===== config.mk =====
export PLATFORM = sky130hd
export DESIGN_NAME = qeciphy_rx_boundary_gen
export DESIGN_NICKNAME = d
export VERILOG_FILES = /design/src/rtl/qeciphy_pkg.sv /design/src/rtl/qeciphy_rx_boundary_gen.sv
export SDC_FILE = /design/constraint.sdc
export NUM_CORES = 1
export LEC_CHECK = 0
export CAP_MARGIN = 10
export CORE_MARGIN = 5
export CORE_UTILIZATION = 40
export CTS_BUF_LIST = sky130_fd_sc_hd__clkbuf_4
export DETAILED_ROUTE_END_ITERATION = 10
export PLACE_DENSITY = 0.82
export SYNTH_ARGS = -nofsm -noshare
export SYNTH_HDL_FRONTEND = slang
export SYNTH_SLANG_ARGS = --single-unit

===== constraint.sdc =====
create_clock -name clk_i -period 3.6 [get_ports clk_i]
set_input_delay 0.72 -clock clk_i [delete_from_list [all_inputs] [get_ports clk_i]]
set_output_delay 0.72 -clock clk_i [all_outputs]
set_load 0.03 [all_outputs]

===== src/rtl/qeciphy_pkg.sv =====
// Shared QECIPHY definitions: frame alignment word, frame geometry and
// the receive alignment state/position types.
package qeciphy_pkg;

  // Frame alignment word inserted at the start of every frame.
  localparam logic [63:0] FAW_PATTERN = 64'hF628_F628_0A5C_3E91;

  // Each CRC group carries 6 data words followed by 1 validation word.
  localparam int DATA_WORDS_PER_GROUP = 6;
  localparam int GROUP_LEN            = DATA_WORDS_PER_GROUP + 1;

  typedef enum logic [1:0] {
    HUNT   = 2'd0,
    VERIFY = 2'd1,
    LOCKED = 2'd2
  } rx_align_state_e;

  // Position of a word inside its group (0-5 data, 6 validation packet).
  typedef logic [2:0] word_pos_t;

  localparam word_pos_t LAST_WORD_POS = word_pos_t'(GROUP_LEN - 1);

  function automatic logic is_faw(input logic [63:0] word);
    return word == FAW_PATTERN;
  endfunction

endpackage


===== src/rtl/qeciphy_rx_boundary_gen.sv =====
// Receive frame aligner: hunts for the FAW, verifies its spacing, then
// marks FAW and validation-packet slots on a one-cycle-delayed data path.
module qeciphy_rx_boundary_gen
  import qeciphy_pkg::*;
#(
  parameter int GROUPS_PER_FRAME = 64,
  parameter int LOCK_COUNT       = 3,
  parameter int MISS_LIMIT       = 4
) (
  input  logic        clk_i,
  input  logic        rst_i,
  input  logic        enable_i,
  input  logic [63:0] tdata_i,
  output logic [63:0] tdata_o,
  output logic        faw_boundary_o,
  output logic        crc_boundary_o,
  output logic        locked_o,
  output logic        lock_lost_o
);

  localparam int GRP_W  = (GROUPS_PER_FRAME > 1) ? $clog2(GROUPS_PER_FRAME) : 1;
  localparam int OK_W   = $clog2(LOCK_COUNT + 1);
  localparam int MISS_W = $clog2(MISS_LIMIT + 1);

  localparam logic [GRP_W-1:0]  LAST_GROUP = GRP_W'(GROUPS_PER_FRAME - 1);
  localparam logic [OK_W-1:0]   OK_TARGET  = OK_W'(LOCK_COUNT);
  localparam logic [MISS_W-1:0] MISS_MAX   = MISS_W'(MISS_LIMIT);

  rx_align_state_e   state_q, state_d;
  logic              faw_slot_q, faw_slot_d;   // current tdata_i is the FAW slot
  logic [GRP_W-1:0]  group_cnt_q, group_cnt_d;
  word_pos_t         word_pos_q, word_pos_d;
  logic [OK_W-1:0]   ok_cnt_q, ok_cnt_d;
  logic [MISS_W-1:0] miss_cnt_q, miss_cnt_d;
  logic              lost_d;

  logic              locked_d, faw_bnd_d, crc_bnd_d;
  logic              faw_ok;

  assign faw_ok = is_faw(tdata_i);

  // Next-state, position tracking and lock/miss accounting.
  always_comb begin
    // NOTE: every signal gets a default here so no path leaves one unassigned
    // (which would infer a latch).
    state_d     = state_q;
    faw_slot_d  = faw_slot_q;
    group_cnt_d = group_cnt_q;
    word_pos_d  = word_pos_q;
    ok_cnt_d    = ok_cnt_q;
    miss_cnt_d  = miss_cnt_q;
    lost_d      = 1'b0;

    // Free-running slot advance while aligned; HUNT re-seeds it below.
    if (faw_slot_q) begin
      faw_slot_d  = 1'b0;
      group_cnt_d = '0;
      word_pos_d  = '0;
    end else if (word_pos_q == LAST_WORD_POS) begin
      word_pos_d = '0;
      if (group_cnt_q == LAST_GROUP) begin
        group_cnt_d = '0;
        faw_slot_d  = 1'b1;
      end else begin
        group_cnt_d = group_cnt_q + 1'b1;
      end
    end else begin
      word_pos_d = word_pos_q + 1'b1;
    end

    case (state_q)
      HUNT: begin
        faw_slot_d  = 1'b0;
        group_cnt_d = '0;
        word_pos_d  = '0;
        miss_cnt_d  = '0;
        ok_cnt_d    = '0;
        if (faw_ok) begin
          state_d  = VERIFY;
          ok_cnt_d = OK_W'(1);
        end
      end
      VERIFY: begin
        if (faw_slot_q) begin
          if (!faw_ok) begin
            state_d = HUNT;
          end else if (ok_cnt_q + 1'b1 == OK_TARGET) begin
            state_d  = LOCKED;
            ok_cnt_d = '0;
          end else begin
            ok_cnt_d = ok_cnt_q + 1'b1;
          end
        end
      end
      LOCKED: begin
        if (faw_slot_q) begin
          if (faw_ok) begin
            miss_cnt_d = '0;
          end else if (miss_cnt_q + 1'b1 == MISS_MAX) begin
            state_d = HUNT;
            lost_d  = 1'b1;
          end else begin
            miss_cnt_d = miss_cnt_q + 1'b1;
          end
        end
      end
      default: state_d = HUNT;
    endcase

    // Leaving alignment (or a disabled link) always restarts from a clean slate.
    if (!enable_i) begin
      state_d = HUNT;
      lost_d  = 1'b0;
    end
    if (state_d == HUNT) begin
      faw_slot_d  = 1'b0;
      group_cnt_d = '0;
      word_pos_d  = '0;
      ok_cnt_d    = '0;
      miss_cnt_d  = '0;
    end
  end

  // Output decode describes the word being registered this cycle.
  always_comb begin
    locked_d  = (state_d == LOCKED);
    faw_bnd_d = locked_d && faw_slot_q;
    crc_bnd_d = locked_d && !faw_slot_q && (word_pos_q == LAST_WORD_POS);
  end

  // State, counters and the registered output stage.
  always_ff @(posedge clk_i or posedge rst_i) begin
    if (rst_i) begin
      state_q        <= HUNT;
      faw_slot_q     <= 1'b0;
      group_cnt_q    <= '0;
      word_pos_q     <= '0;
      ok_cnt_q       <= '0;
      miss_cnt_q     <= '0;
      tdata_o        <= '0;
      faw_boundary_o <= 1'b0;
      crc_boundary_o <= 1'b0;
      locked_o       <= 1'b0;
      lock_lost_o    <= 1'b0;
    end else begin
      // NOTE: non-blocking assignments so every register samples the
      // pre-edge values, independent of statement order.
      state_q        <= state_d;
      faw_slot_q     <= faw_slot_d;
      group_cnt_q    <= group_cnt_d;
      word_pos_q     <= word_pos_d;
      ok_cnt_q       <= ok_cnt_d;
      miss_cnt_q     <= miss_cnt_d;
      tdata_o        <= tdata_i;
      faw_boundary_o <= faw_bnd_d;
      crc_boundary_o <= crc_bnd_d;
      locked_o       <= locked_d;
      lock_lost_o    <= lost_d;
    end
  end

endmodule


== Word level (Yosys, flattened, before mapping) ==
Index checks and enable logic that the tools add are counted.

* Add/sub/neg operators: 4
* Bitwise gates (word level): 0
* Div/mod/pow operators: 0
* Muxes and demuxes: 39
* Multiply operators: 0
* Reduce and logical (&&, ||, !) cells: 11
* Shift operators: 0
* Equal/unequal tests: 12
* $lt $le $gt $ge: 0

{| class="wikitable"
|+ Operator list
! cell !! number
|-
| $eq 64x64->1 const B || 1
|-
| $mux 6 || 5
|-
| $mux 2 || 12
|-
| $mux 3 || 8
|-
| $mux 1 || 11
|-
| $ne 3x3->1 const B || 3
|-
| $add 3x1->3 const B || 2
|-
| $add 6x1->6 const B || 1
|-
| $eq 2x2->1 const B || 3
|-
| $eq 3x3->1 const B || 2
|-
| $eq 6x6->1 const B || 1
|-
| $pmux 2 s3 || 1
|-
| $pmux 3 s2 || 1
|-
| $reduce_and 3->1 || 2
|-
| $reduce_bool 3->1 || 2
|-
| $logic_not 2->1 || 2
|-
| $ne 4x4->1 const B || 1
|-
| $pmux 2 s2 || 1
|-
| $reduce_bool 4->1 || 1
|-
| $logic_and 1x1->1 || 3
|-
| $add 2x1->2 const B || 1
|-
| $eq 2x1->1 const B || 1
|-
| $logic_not 1->1 || 1
|}

* Output and inout port bits: 68
* Flip-flop bits (word level): 85
* Memories: 0
* Latch bits: 0
* Logic and storage cells: 77
* Input port bits: 67
* RAM bits: 0
* Bits in read-only memories: 0

== Longest topological paths before layout ==
* Depth after elaboration: 10
* Mapped depth: 7
* Depth with buffers taken out: 7

== Worst setup path after synthesis ==
Ideal clock, no wire load.

* Path kind: input to register
* Start: input port tdata_i[48]
* End: register ok_cnt_q[1]
* Path slack: 752 ps
* Setup time: 77 ps
* Data arrival time: 2771 ps
* Buffers on the path: 1
* Cell stages on the path: 7
* Required time: 3523 ps
* Path through: or4b_1 -> or4_1 -> or4_4 -> buf_6 -> nor2_1 -> mux2_1 -> a21oi_1

* Longest elaborated chain between the ends: 8
* Elaborated cells between the ends (all ways): 14
* Classes of those cells: eq/ne: 3; mux: 8; reduce/logical: 3

{| class="wikitable"
|+ RTL lines
! element !! RTL line !! RTL
|-
| from (decl) || qeciphy_rx_boundary_gen.sv:13 || <nowiki>input logic [63:0] tdata_i,</nowiki>
|-
| $eq 64x64->1 * || qeciphy_pkg.sv:24 || <nowiki>return word == FAW_PATTERN;</nowiki>
|-
| $mux 2 (on tied branches) || qeciphy_rx_boundary_gen.sv:97, qeciphy_rx_boundary_gen.sv:85 ||
|-
| $mux 2 (on tied branches) || qeciphy_rx_boundary_gen.sv:96, qeciphy_rx_boundary_gen.sv:84 ||
|-
| $pmux 2 s3 || qeciphy_rx_boundary_gen.sv:71 || <nowiki>case (state_q)</nowiki>
|-
| $mux 2 || qeciphy_rx_boundary_gen.sv:111 || <nowiki>if (!enable_i) begin</nowiki>
|-
| $logic_not 2->1 || qeciphy_rx_boundary_gen.sv:115 || <nowiki>if (state_d == HUNT) begin</nowiki>
|-
| $ne 3x3->1 (no line) / $reduce_bool 3->1 (equally long branches) || - ||
|-
| $reduce_and 3->1 (no line) || - ||
|-
| to (signal assigned) || qeciphy_rx_boundary_gen.sv:152 || <nowiki>ok_cnt_q <= ok_cnt_d;</nowiki>
|-
| to (decl) || qeciphy_rx_boundary_gen.sv:33 || <nowiki>logic [OK_W-1:0] ok_cnt_q, ok_cnt_d;</nowiki>
|}

Mark *: on every way between the ends. The rest lies on a longest branch, timed or not.
A chain may end at the register's enable or synchronous reset.

== Worst setup path after layout ==
Same ends and word-level chain as after synthesis.

==> flow_summary.html <==
<table>
<tr><th>Metric</th><th>Value</th></tr>
<tr><th colspan="2">Clock network</th></tr>
<tr><td>Number of resized instances in the post-cts repair step</td><td>0</td></tr>
<tr><td>Number of buffers created by CTS</td><td>9</td></tr>
<tr><td>Clock-pin slew on the worst setup and hold paths</td><td>roughly 0.12 ns</td></tr>
<tr><td>H-tree level count</td><td>3</td></tr>
<tr><td>Number of clock sinks</td><td>85</td></tr>
<tr><td>Clock latency at the later pin of the worst-skew pair</td><td>between 0.4 and 0.5 ns</td></tr>
<tr><td>Buffer cell driving the clock tree root</td><td>sky130_fd_sc_hd__clkbuf_4</td></tr>
<tr><td>Hold-fix buffers, CTS</td><td>0</td></tr>
<tr><td>Count of buffers added by post-CTS timing repair for setup</td><td>0</td></tr>
<tr><td>Number of buffers on the longest clock path</td><td>2</td></tr>
<tr><td>Clock tree from TritonCTS</td><td>built</td></tr>
<tr><th colspan="2">Detailed routing</th></tr>
<tr><td>Count of antenna-violating nets left after detailed routing</td><td>0</td></tr>
<tr><td>Met2 routed wirelength</td><td>4134 um</td></tr>
<tr><td>DRT Wirelength</td><td>between 8000 and 9000 um</td></tr>
<tr><td>Routed length per instance</td><td>approximately 18 um</td></tr>
<tr><td>Uppermost signal routing layer after detailed routing</td><td>met4</td></tr>
<tr><td>Vias</td><td>approximately 2300</td></tr>
<tr><td>Drt first-iter violations</td><td>between 100 and 150</td></tr>
<tr><td>Met3 wire length</td><td>780 um</td></tr>
<tr><td>Drt pass-1 iters</td><td>4</td></tr>
<tr><td>Sum of routed wire segments on met1</td><td>approximately 2900 um</td></tr>
<tr><td>Vias/cell</td><td>5.028</td></tr>
<tr><td>DRC violations left</td><td>0</td></tr>
<tr><th colspan="2">Floorplan</th></tr>
<tr><td>Area of the core</td><td>between 7000 and 8000 um^2</td></tr>
<tr><td>Cell row count</td><td>31</td></tr>
<tr><td>Die height</td><td>roughly 97 um</td></tr>
<tr><td>Starting Density</td><td>0.4126</td></tr>
<tr><td>Chip Width</td><td>approximately 97 um</td></tr>
<tr><td>Die area</td><td>around 9300 um^2</td></tr>
<tr><td>Number of top-level pins</td><td>135</td></tr>
<tr><th colspan="2">Place</th></tr>
<tr><td>Placed instance count</td><td>around 440</td></tr>
<tr><td>Quantity of I/O buffers inserted on ports</td><td>roughly 130</td></tr>
<tr><td>Placed wire-length estimate</td><td>about 6500 um</td></tr>
<tr><td>Post-detailed-placement cell area</td><td>about 4500 um^2</td></tr>
<tr><td>Global placement routability congestion</td><td>~0.85</td></tr>
<tr><th colspan="2">Timing</th></tr>
<tr><td>Final setup violation count</td><td>0</td></tr>
<tr><td>Achievable frequency</td><td>around 340 MHz</td></tr>
<tr><td>Hold Vio Cnt, Final</td><td>0</td></tr>
<tr><td>Min cycle time layout</td><td>around 2.9 ns</td></tr>
<tr><td>Final setup TNS</td><td>0 ns</td></tr>
<tr><td>Worst Skew</td><td>around 0.013 ns</td></tr>
<tr><td>Slew Viols, Final</td><td>0</td></tr>
<tr><td>Slew HR</td><td>0.6248</td></tr>
<tr><td>RSZ-0062 raised after global routing</td><td>no</td></tr>
<tr><td>Tightest Pin Transition</td><td>approximately 0.56 ns</td></tr>
<tr><td>Ratio of final minimum period to clock period</td><td>0.8131</td></tr>
<tr><th colspan="2">Hold path</th></tr>
<tr><td>Type of the most critical hold path</td><td>reg -&gt; reg</td></tr>
<tr><td>Min-Delay Path Depth</td><td>1</td></tr>
<tr><th colspan="2">Cells and area</th></tr>
<tr><td>Fillers</td><td>573</td></tr>
<tr><td>Antenna diode count</td><td>0</td></tr>
<tr><td>Finished Cell Area</td><td>4599 um^2</td></tr>
<tr><td>Layout cells sized above 1</td><td>0.08659</td></tr>
<tr><td>Area growth syn-to-layout</td><td>53.68%</td></tr>
<tr><td>Number of nets in the final layout</td><td>between 400 and 500</td></tr>
<tr><td>Post-Route Utilization</td><td>0.6341</td></tr>
<tr><td>Count of non-filler cells in the finished layout</td><td>457</td></tr>
<tr><th colspan="2">Power and ir drop</th></tr>
<tr><td>Power Dens Cells</td><td>roughly 400 nW/um^2</td></tr>
<tr><td>Worst ir drop on vdd</td><td>between 200 and 250 uV</td></tr>
<tr><td>P_leak</td><td>approximately 1.9 nW</td></tr>
<tr><th colspan="2">Setup path</th></tr>
<tr><td>Endpoint kind of the worst setup timing path</td><td>flop</td></tr>
<tr><td>Cell count along the critical path</td><td>7</td></tr>
<tr><td>Critical path buffers and inverters</td><td>1</td></tr>
<tr><td>Delay contributed by the slowest stage of the critical path</td><td>0.59 ns</td></tr>
<tr><td>WP data arrival</td><td>approximately 3.3 ns</td></tr>
<tr><td>Critical path fanouts, max</td><td>6</td></tr>
<tr><td>CP cell instances</td><td>clkdlybuf4s50_1 -&gt; or4b_1 -&gt; or4_1 -&gt; or4_4 -&gt; nor2_1 -&gt; mux2_1 -&gt; a21oi_1</td></tr>
<tr><td>Worst R2R Path Depth</td><td>5</td></tr>
<tr><td>Worst path required time</td><td>3.95 ns</td></tr>
<tr><td>Type of the worst setup path</td><td>in -&gt; reg</td></tr>
<tr><td>Delay-heaviest family, CP</td><td>simple AND/OR/NAND/NOR gates</td></tr>
<tr><td>Crit path max-delay cell type</td><td>sky130_fd_sc_hd__or4_4</td></tr>
<tr><td>Kind of start point of the critical path</td><td>input pin</td></tr>
<tr><th colspan="2">Synth</th></tr>
<tr><td>Cell type contributing the most total cell area after synthesis</td><td>sky130_fd_sc_hd__dfrtp_1</td></tr>
<tr><td>Fraction of registers with async set or reset after synthesis</td><td>1.000</td></tr>
<tr><td>Distinct cells, synth</td><td>46</td></tr>
<tr><td>Number of enable-type register cells in the synthesized netlist</td><td>0</td></tr>
<tr><td>Synth area leaders</td><td>sky130_fd_sc_hd__dfrtp_1 71%, sky130_fd_sc_hd__nor4b_1 2.0%, sky130_fd_sc_hd__nand2_1 1.9%</td></tr>
<tr><td>Synth warnings</td><td>0</td></tr>
<tr><td>Mapped Nets</td><td>279</td></tr>
<tr><td>Proportion of netlist area held by the largest area contributor</td><td>0.7107</td></tr>
<tr><td>Count of mapped cells out of synthesis</td><td>approximately 210</td></tr>
<tr><td>Number of register bits inferred by synthesis</td><td>between 80 and 90</td></tr>
<tr><td>Dominant cell by count in the synthesized netlist</td><td>sky130_fd_sc_hd__dfrtp_1</td></tr>
<tr><td>Synthesized area divided by synthesized cell count</td><td>~14 um^2</td></tr>
<tr><td>Cell area after synthesis</td><td>around 3000 um^2</td></tr>
<tr><td>Seq/Total Area, Yosys</td><td>0.7107</td></tr>
<tr><td>Most used standard cells in the synthesized netlist</td><td>85 x sky130_fd_sc_hd__dfrtp_1, 15 x sky130_fd_sc_hd__nand2_1, 10 x sky130_fd_sc_hd__nor2_1</td></tr>
<tr><td>Most common flop cell mapped by yosys</td><td>sky130_fd_sc_hd__dfrtp_1</td></tr>
<tr><th colspan="2">Global route</th></tr>
<tr><td>Pin count of the biggest net entering global routing</td><td>35</td></tr>
<tr><td>Initial antenna violation count</td><td>0</td></tr>
<tr><td>All-Layer GR Usage</td><td>0.1842</td></tr>
<tr><td>Overflow left after global routing</td><td>0</td></tr>
<tr><td>Wire length of the first global-routing pass</td><td>about 13000 um</td></tr>
<tr><td>Number of global-route vias before repair</td><td>~2500</td></tr>
<tr><th colspan="2">Run status</th></tr>
<tr><td>Status</td><td>finished clean</td></tr>
<tr><th colspan="2">Flow run</th></tr>
<tr><td>Maximum capacitance violations</td><td>0</td></tr>
</table>
==> layer usage <==
| metal | global-route usage | vias to the layer above |
|---|---|---|
| li1 | - | 1064 |
| met5 | 0 | - |
| met4 | 0.08995 | 0 |
| met1 | 0.2088 | 1120 |
| met2 | 0.3057 | 95 |
| met3 | 0.06971 | 19 |
==> area by class of cell <==
type	instances	area, um^2	area share
flip-flops and latches	85	2127	0.4625
clock buffers	11	82.58	0.01795
inverters	3	12.51	0.002720
repair buffers	138	1371	0.2982
clock inverters	5	61.31	0.01333
multi-input cells	116	820.8	0.1785
well taps	99	123.9	0.02693
==> path summary, 6_finish.rpt <==
path                                             from                          to  slack (ns)
setup reg to reg                 state_q[1]$_DFF_PP0_   miss_cnt_q[1]$_DFFE_PP0P_        1.74
hold reg to reg            group_cnt_q[5]$_DFFE_PP0P_  group_cnt_q[5]$_DFFE_PP0P_        0.52
min in group asynchronous                       rst_i       tdata_o[17]$_DFF_PP0_        0.63
setup / recovery                          tdata_i[48]     ok_cnt_q[1]$_DFFE_PP0P_        0.67
max in group asynchronous                       rst_i        tdata_o[5]$_DFF_PP0_        2.19
hold / removal             group_cnt_q[5]$_DFFE_PP0P_  group_cnt_q[5]$_DFFE_PP0P_        0.52
==> logic make-up (layout without fill, tap and decap cells) <==
group | Yosys count | count (layout) | share of synthesized area
AOI/OAI and AO/OA | 22 | 22 | 0.05853
muxes | 2 | 2 | 0.007525
xor gates and xnor gates | 4 | 4 | 0.01171
DFF | 85 | 85 | 0.7107
adders and majority gates | 3 | 3 | 0.01254
buffers and inverters | 8 | 157 | 0.01505
and+or+nand+nor | 85 | 85 | 0.1839
==> state kept, by name, indices dropped and copies added (netlist names) <==
register / cells
crc_boundary_o: 1
faw_boundary_o: 1
faw_slot_q: 1
group_cnt_q: 6
lock_lost_o: 1
locked_o: 1
miss_cnt_q: 3
ok_cnt_q: 2
state_q: 2
tdata_o: 64
word_pos_q: 3
==> power by group <==
part	internal [mW]	switching, mW	leakage [nW]
Sequential	0.990	0.00936	1.04
Combinational	0.134	0.144	0.765
Clock	0.228	0.320	0.0693
==> cell usage in the layout (no fill, tap or decap), types with 2 or more instances in the layout <==
master	count
sky130_fd_sc_hd__clkdlybuf4s50_1	134
sky130_fd_sc_hd__dfrtp_1	85
sky130_fd_sc_hd__nand2_1	15
sky130_fd_sc_hd__clkbuf_4	11
sky130_fd_sc_hd__nor2_1	10
sky130_fd_sc_hd__nand4_1	9
sky130_fd_sc_hd__nor4b_1	7
sky130_fd_sc_hd__a21oi_1	6
sky130_fd_sc_hd__nor4bb_1	5
sky130_fd_sc_hd__nand3_1	5
sky130_fd_sc_hd__nor3_1	5
sky130_fd_sc_hd__nand4b_1	4
sky130_fd_sc_hd__buf_4	4
sky130_fd_sc_hd__nor4_1	3
sky130_fd_sc_hd__or4_1	3
sky130_fd_sc_hd__o21ai_0	3
sky130_fd_sc_hd__xor2_1	3
sky130_fd_sc_hd__and3_1	3
sky130_fd_sc_hd__ha_1	3
sky130_fd_sc_hd__clkinvlp_4	3
sky130_fd_sc_hd__or4b_1	2
sky130_fd_sc_hd__and4b_1	2
sky130_fd_sc_hd__inv_1	2
sky130_fd_sc_hd__nor2b_1	2
sky130_fd_sc_hd__a311oi_1	2
sky130_fd_sc_hd__a31oi_1	2
==> metrics by stage <==
| stage | total power [mW] | worst slack, ns | hold slack, ns |
|---|---|---|---|
| 2_1_floorplan | 1.121 | 0.6865 | 0.4521 |
| 3_3_place_gp | 1.296 | 0.2752 | 0.4793 |
| 3_5_place_dp | 1.300 | 0.2246 | 0.4953 |
| 4_1_cts | 1.845 | 0.6968 | 0.5116 |
| 5_1_grt | 1.898 | 0.5654 | 0.5465 |
| 6_report | 1.826 | 0.6729 | 0.5162 |
Note: power is estimated with default switching activity, not from simulation.
==> variant (same settings) <==
Set the parameter `MISS_LIMIT` to 8 (it was 4).
--- a/src/rtl/qeciphy_rx_boundary_gen.sv
+++ b/src/rtl/qeciphy_rx_boundary_gen.sv
@@ -7,3 +7,3 @@
   parameter int LOCK_COUNT       = 3,
-  parameter int MISS_LIMIT       = 4
+  parameter int MISS_LIMIT       = 8
 ) (
Behaviour: same outputs for any inputs over 10 cycles, from zero or initial values and one cycle with rst_i high; that may be too few to reach the edited logic, so the function may still have changed.
==> variant against the original RTL <==
- critical path depth shrank 1
- non-clock buffer count is 1 lower
- area after synthesis grew 5.6%
- power fell by 3.3%
- sequential cell count rose by 1
- final area grew 3.1%
- final cell count rose by 3.9%
- setup slack improved by 280 ps
- wire length is 6.5% higher
- critical endpoint is now miss_cnt_q[2]
==> variant: results (changes against the original RTL) <==
- Total routing resource utilization after global routing: 17.9% (was 18.4%)
- Average size of a mapped cell: 14.1 um^2 (was 14.3 um^2)
* Avg Vias per Cell: 5.11 (was 5.03)
- Worst min path class: reg -> reg (unchanged)
- The aggregate global routing overflow was 0 (unchanged).
- The global-route wire length before repair is 13,800 um (was 12,600 um).
- The switching power summed over all nets is 0.466 mW (was 0.474 mW).
- The count of cell types in the netlist is 52 (was 46).
* Status: finished clean (unchanged)
- The worst slack at placement came to 472 ps (was 225 ps).
* Largest net degree at the start of global routing: 33 (was 35)
- Main flop type after synthesis: sky130_fd_sc_hd__dfrtp_1 (unchanged)
- Detailed router's first-iteration violation count: 138 (was 122)
* Largest buffer count on any clock path: 2 (unchanged)
* Final nets: 437 (was 423)
* Number of port buffers: 134 (unchanged)
- The number of buffers created by CTS is 9 (unchanged).
* Minimum clock period after layout: 2650 ps (was 2930 ps)
- The worst path arrival time came to 3010 ps (was 3280 ps).
- The CTS H-tree depth is 3 (unchanged).
* Largest cells by area after synthesis: sky130_fd_sc_hd__dfrtp_1, sky130_fd_sc_hd__nor4bb_1, sky130_fd_sc_hd__and4b_1 (was sky130_fd_sc_hd__dfrtp_1, sky130_fd_sc_hd__nor4b_1, sky130_fd_sc_hd__nand2_1)
- Post-Route WL: 8550 um (was 8030 um)
- Post-CTS repair timing setup buffer count: 0 (unchanged)
- Number of antenna violations at the first check in global routing: 0 (unchanged)
* Post-synthesis sequential area ratio: 68.1% (was 71.1%)
- The async set or reset register ratio after synthesis is 100% (unchanged).
- The detailed-routing iteration count for the pre-antenna-repair pass is 4 (unchanged).
- Cell type with the highest aggregate area in the netlist: sky130_fd_sc_hd__dfrtp_1 (unchanged)
* R2R Setup Slk: 1470 ps (was 1740 ps)
- Post-synth top cells: sky130_fd_sc_hd__dfrtp_1, sky130_fd_sc_hd__nor2_1, sky130_fd_sc_hd__nand2_1 (was sky130_fd_sc_hd__dfrtp_1, sky130_fd_sc_hd__nand2_1, sky130_fd_sc_hd__nor2_1).
* Flops & latches, synth: 86 (was 85)
- The clock insertion delay at the later pin of the skew report is 400 ps (was 430 ps).
* Filler cells: 591 (was 573)
- Clock transition at path regs: 130 ps
* Vias in the first global route: 2,730 (was 2,507)
- Share of final-layout standard cells stronger than drive strength 1: 9.65% (was 8.66%)
- The setup skew after layout came to 13.4 ps (was 12.8 ps).
- Biggest registers after layout: tdata_o (64), group_cnt_q (6), miss_cnt_q (4) (was tdata_o (64), group_cnt_q (6))
- Cell Count Post-Placement: 459 (was 441)
* Worst slew margin relative to its limit: 39.3% (was 62.5%)
- Number of nets produced by synthesis: 293 (was 279)
- Worst ir drop on vdd: 0.323 mV (was 0.228 mV)
* Routability Congestion: 0.864 (was 0.854)
- Total leakage power: 1.95 nW (was 1.87 nW)
- The maximum fanout encountered on the critical timing path is 6 (unchanged).
* Worst hold-check slack: 532 ps (was 516 ps)
- The number of warnings reported in the yosys synthesis log came to 0 (unchanged).
- Area after detailed placement: 4630 um^2 (was 4460 um^2)
- The total half-perimeter wirelength after legalization and detailed placement is 6760 um (was 6550 um).
- Layout Cells excl Fill: 475 (was 457)
variant: changes by cell type after synthesis, sizes merged, moves of 3 or more:
cell    change
a21o        +3
nor4        +3
or4         -3
nand4b      -3
nor4bb      +6
nand2       -3
and4b       +6
variant: worst max-delay path: stages:
cell                              delay (ps)
sky130_fd_sc_hd__clkdlybuf4s50_1         550
sky130_fd_sc_hd__nor4b_1                 360
sky130_fd_sc_hd__nand4_1                 150
sky130_fd_sc_hd__or4_1                   680
sky130_fd_sc_hd__o31ai_4                 350
sky130_fd_sc_hd__a221o_1                 190
variant: metal layers:
layer / global-route usage, % / share of wire (%) / vias up
li1: - / - / 1130
met1: 20.1 / 38 / 1191
met2: 30.9 / 51 / 94
met3: 7.50 / 8.9 / 13
met4: 5.67 / 1.9 / 0
met5: 0 / 0 / -
variant: logic make-up (layout without fill, tap and decap cells):
kind of cell | count (synthesis) | count (layout) | share of synthesized area [%]
and+or+nand+nor | 94 | 94 | 21.2
DFF | 86 | 86 | 68.1
AOI/OAI and AO/OA | 29 | 29 | 6.81
buffers and inverters | 7 | 156 | 1.07
muxes | 4 | 4 | 1.47
adders and majority gates | 2 | 2 | 0.792
xor gates and xnor gates | 2 | 2 | 0.555
variant: final timing paths:
path | start | cells after the start | endpoint
worst min-delay path | word_pos_q[0] | 1 | word_pos_q[0]
max in group asynchronous | rst_i | 3 | ok_cnt_q[1]
worst max-delay path | tdata_i[47] | 6 | miss_cnt_q[2]
min in group asynchronous | rst_i | 2 | tdata_o[56]
worst max register to register | state_q[1] | 5 | miss_cnt_q[2]
worst min register to register | word_pos_q[0] | 1 | word_pos_q[0]
variant: power groups by stage:
stage                     sequential [mW]  combinational [mW]  clock, mW
after floorplan                      1.11              0.0287          0
after global placement               1.03               0.285          0
after detailed placement             1.03               0.288          0
after CTS                            1.01               0.289      0.485
after global routing                 1.02               0.301      0.527
final                                1.01               0.285      0.470
variant: layout make-up:
type | instances | area, um^2 | area share [%]
Tap cell | 102 | 128 | 2.69
Sequential cell | 86 | 2150 | 45.4
Inverter | 3 | 12.5 | 0.264
Timing Repair Buffer | 137 | 1360 | 28.8
Clock buffer | 12 | 90.1 | 1.90
Clock inverter | 4 | 23.8 | 0.501
Multi-Input combinational cell | 131 | 973 | 20.5
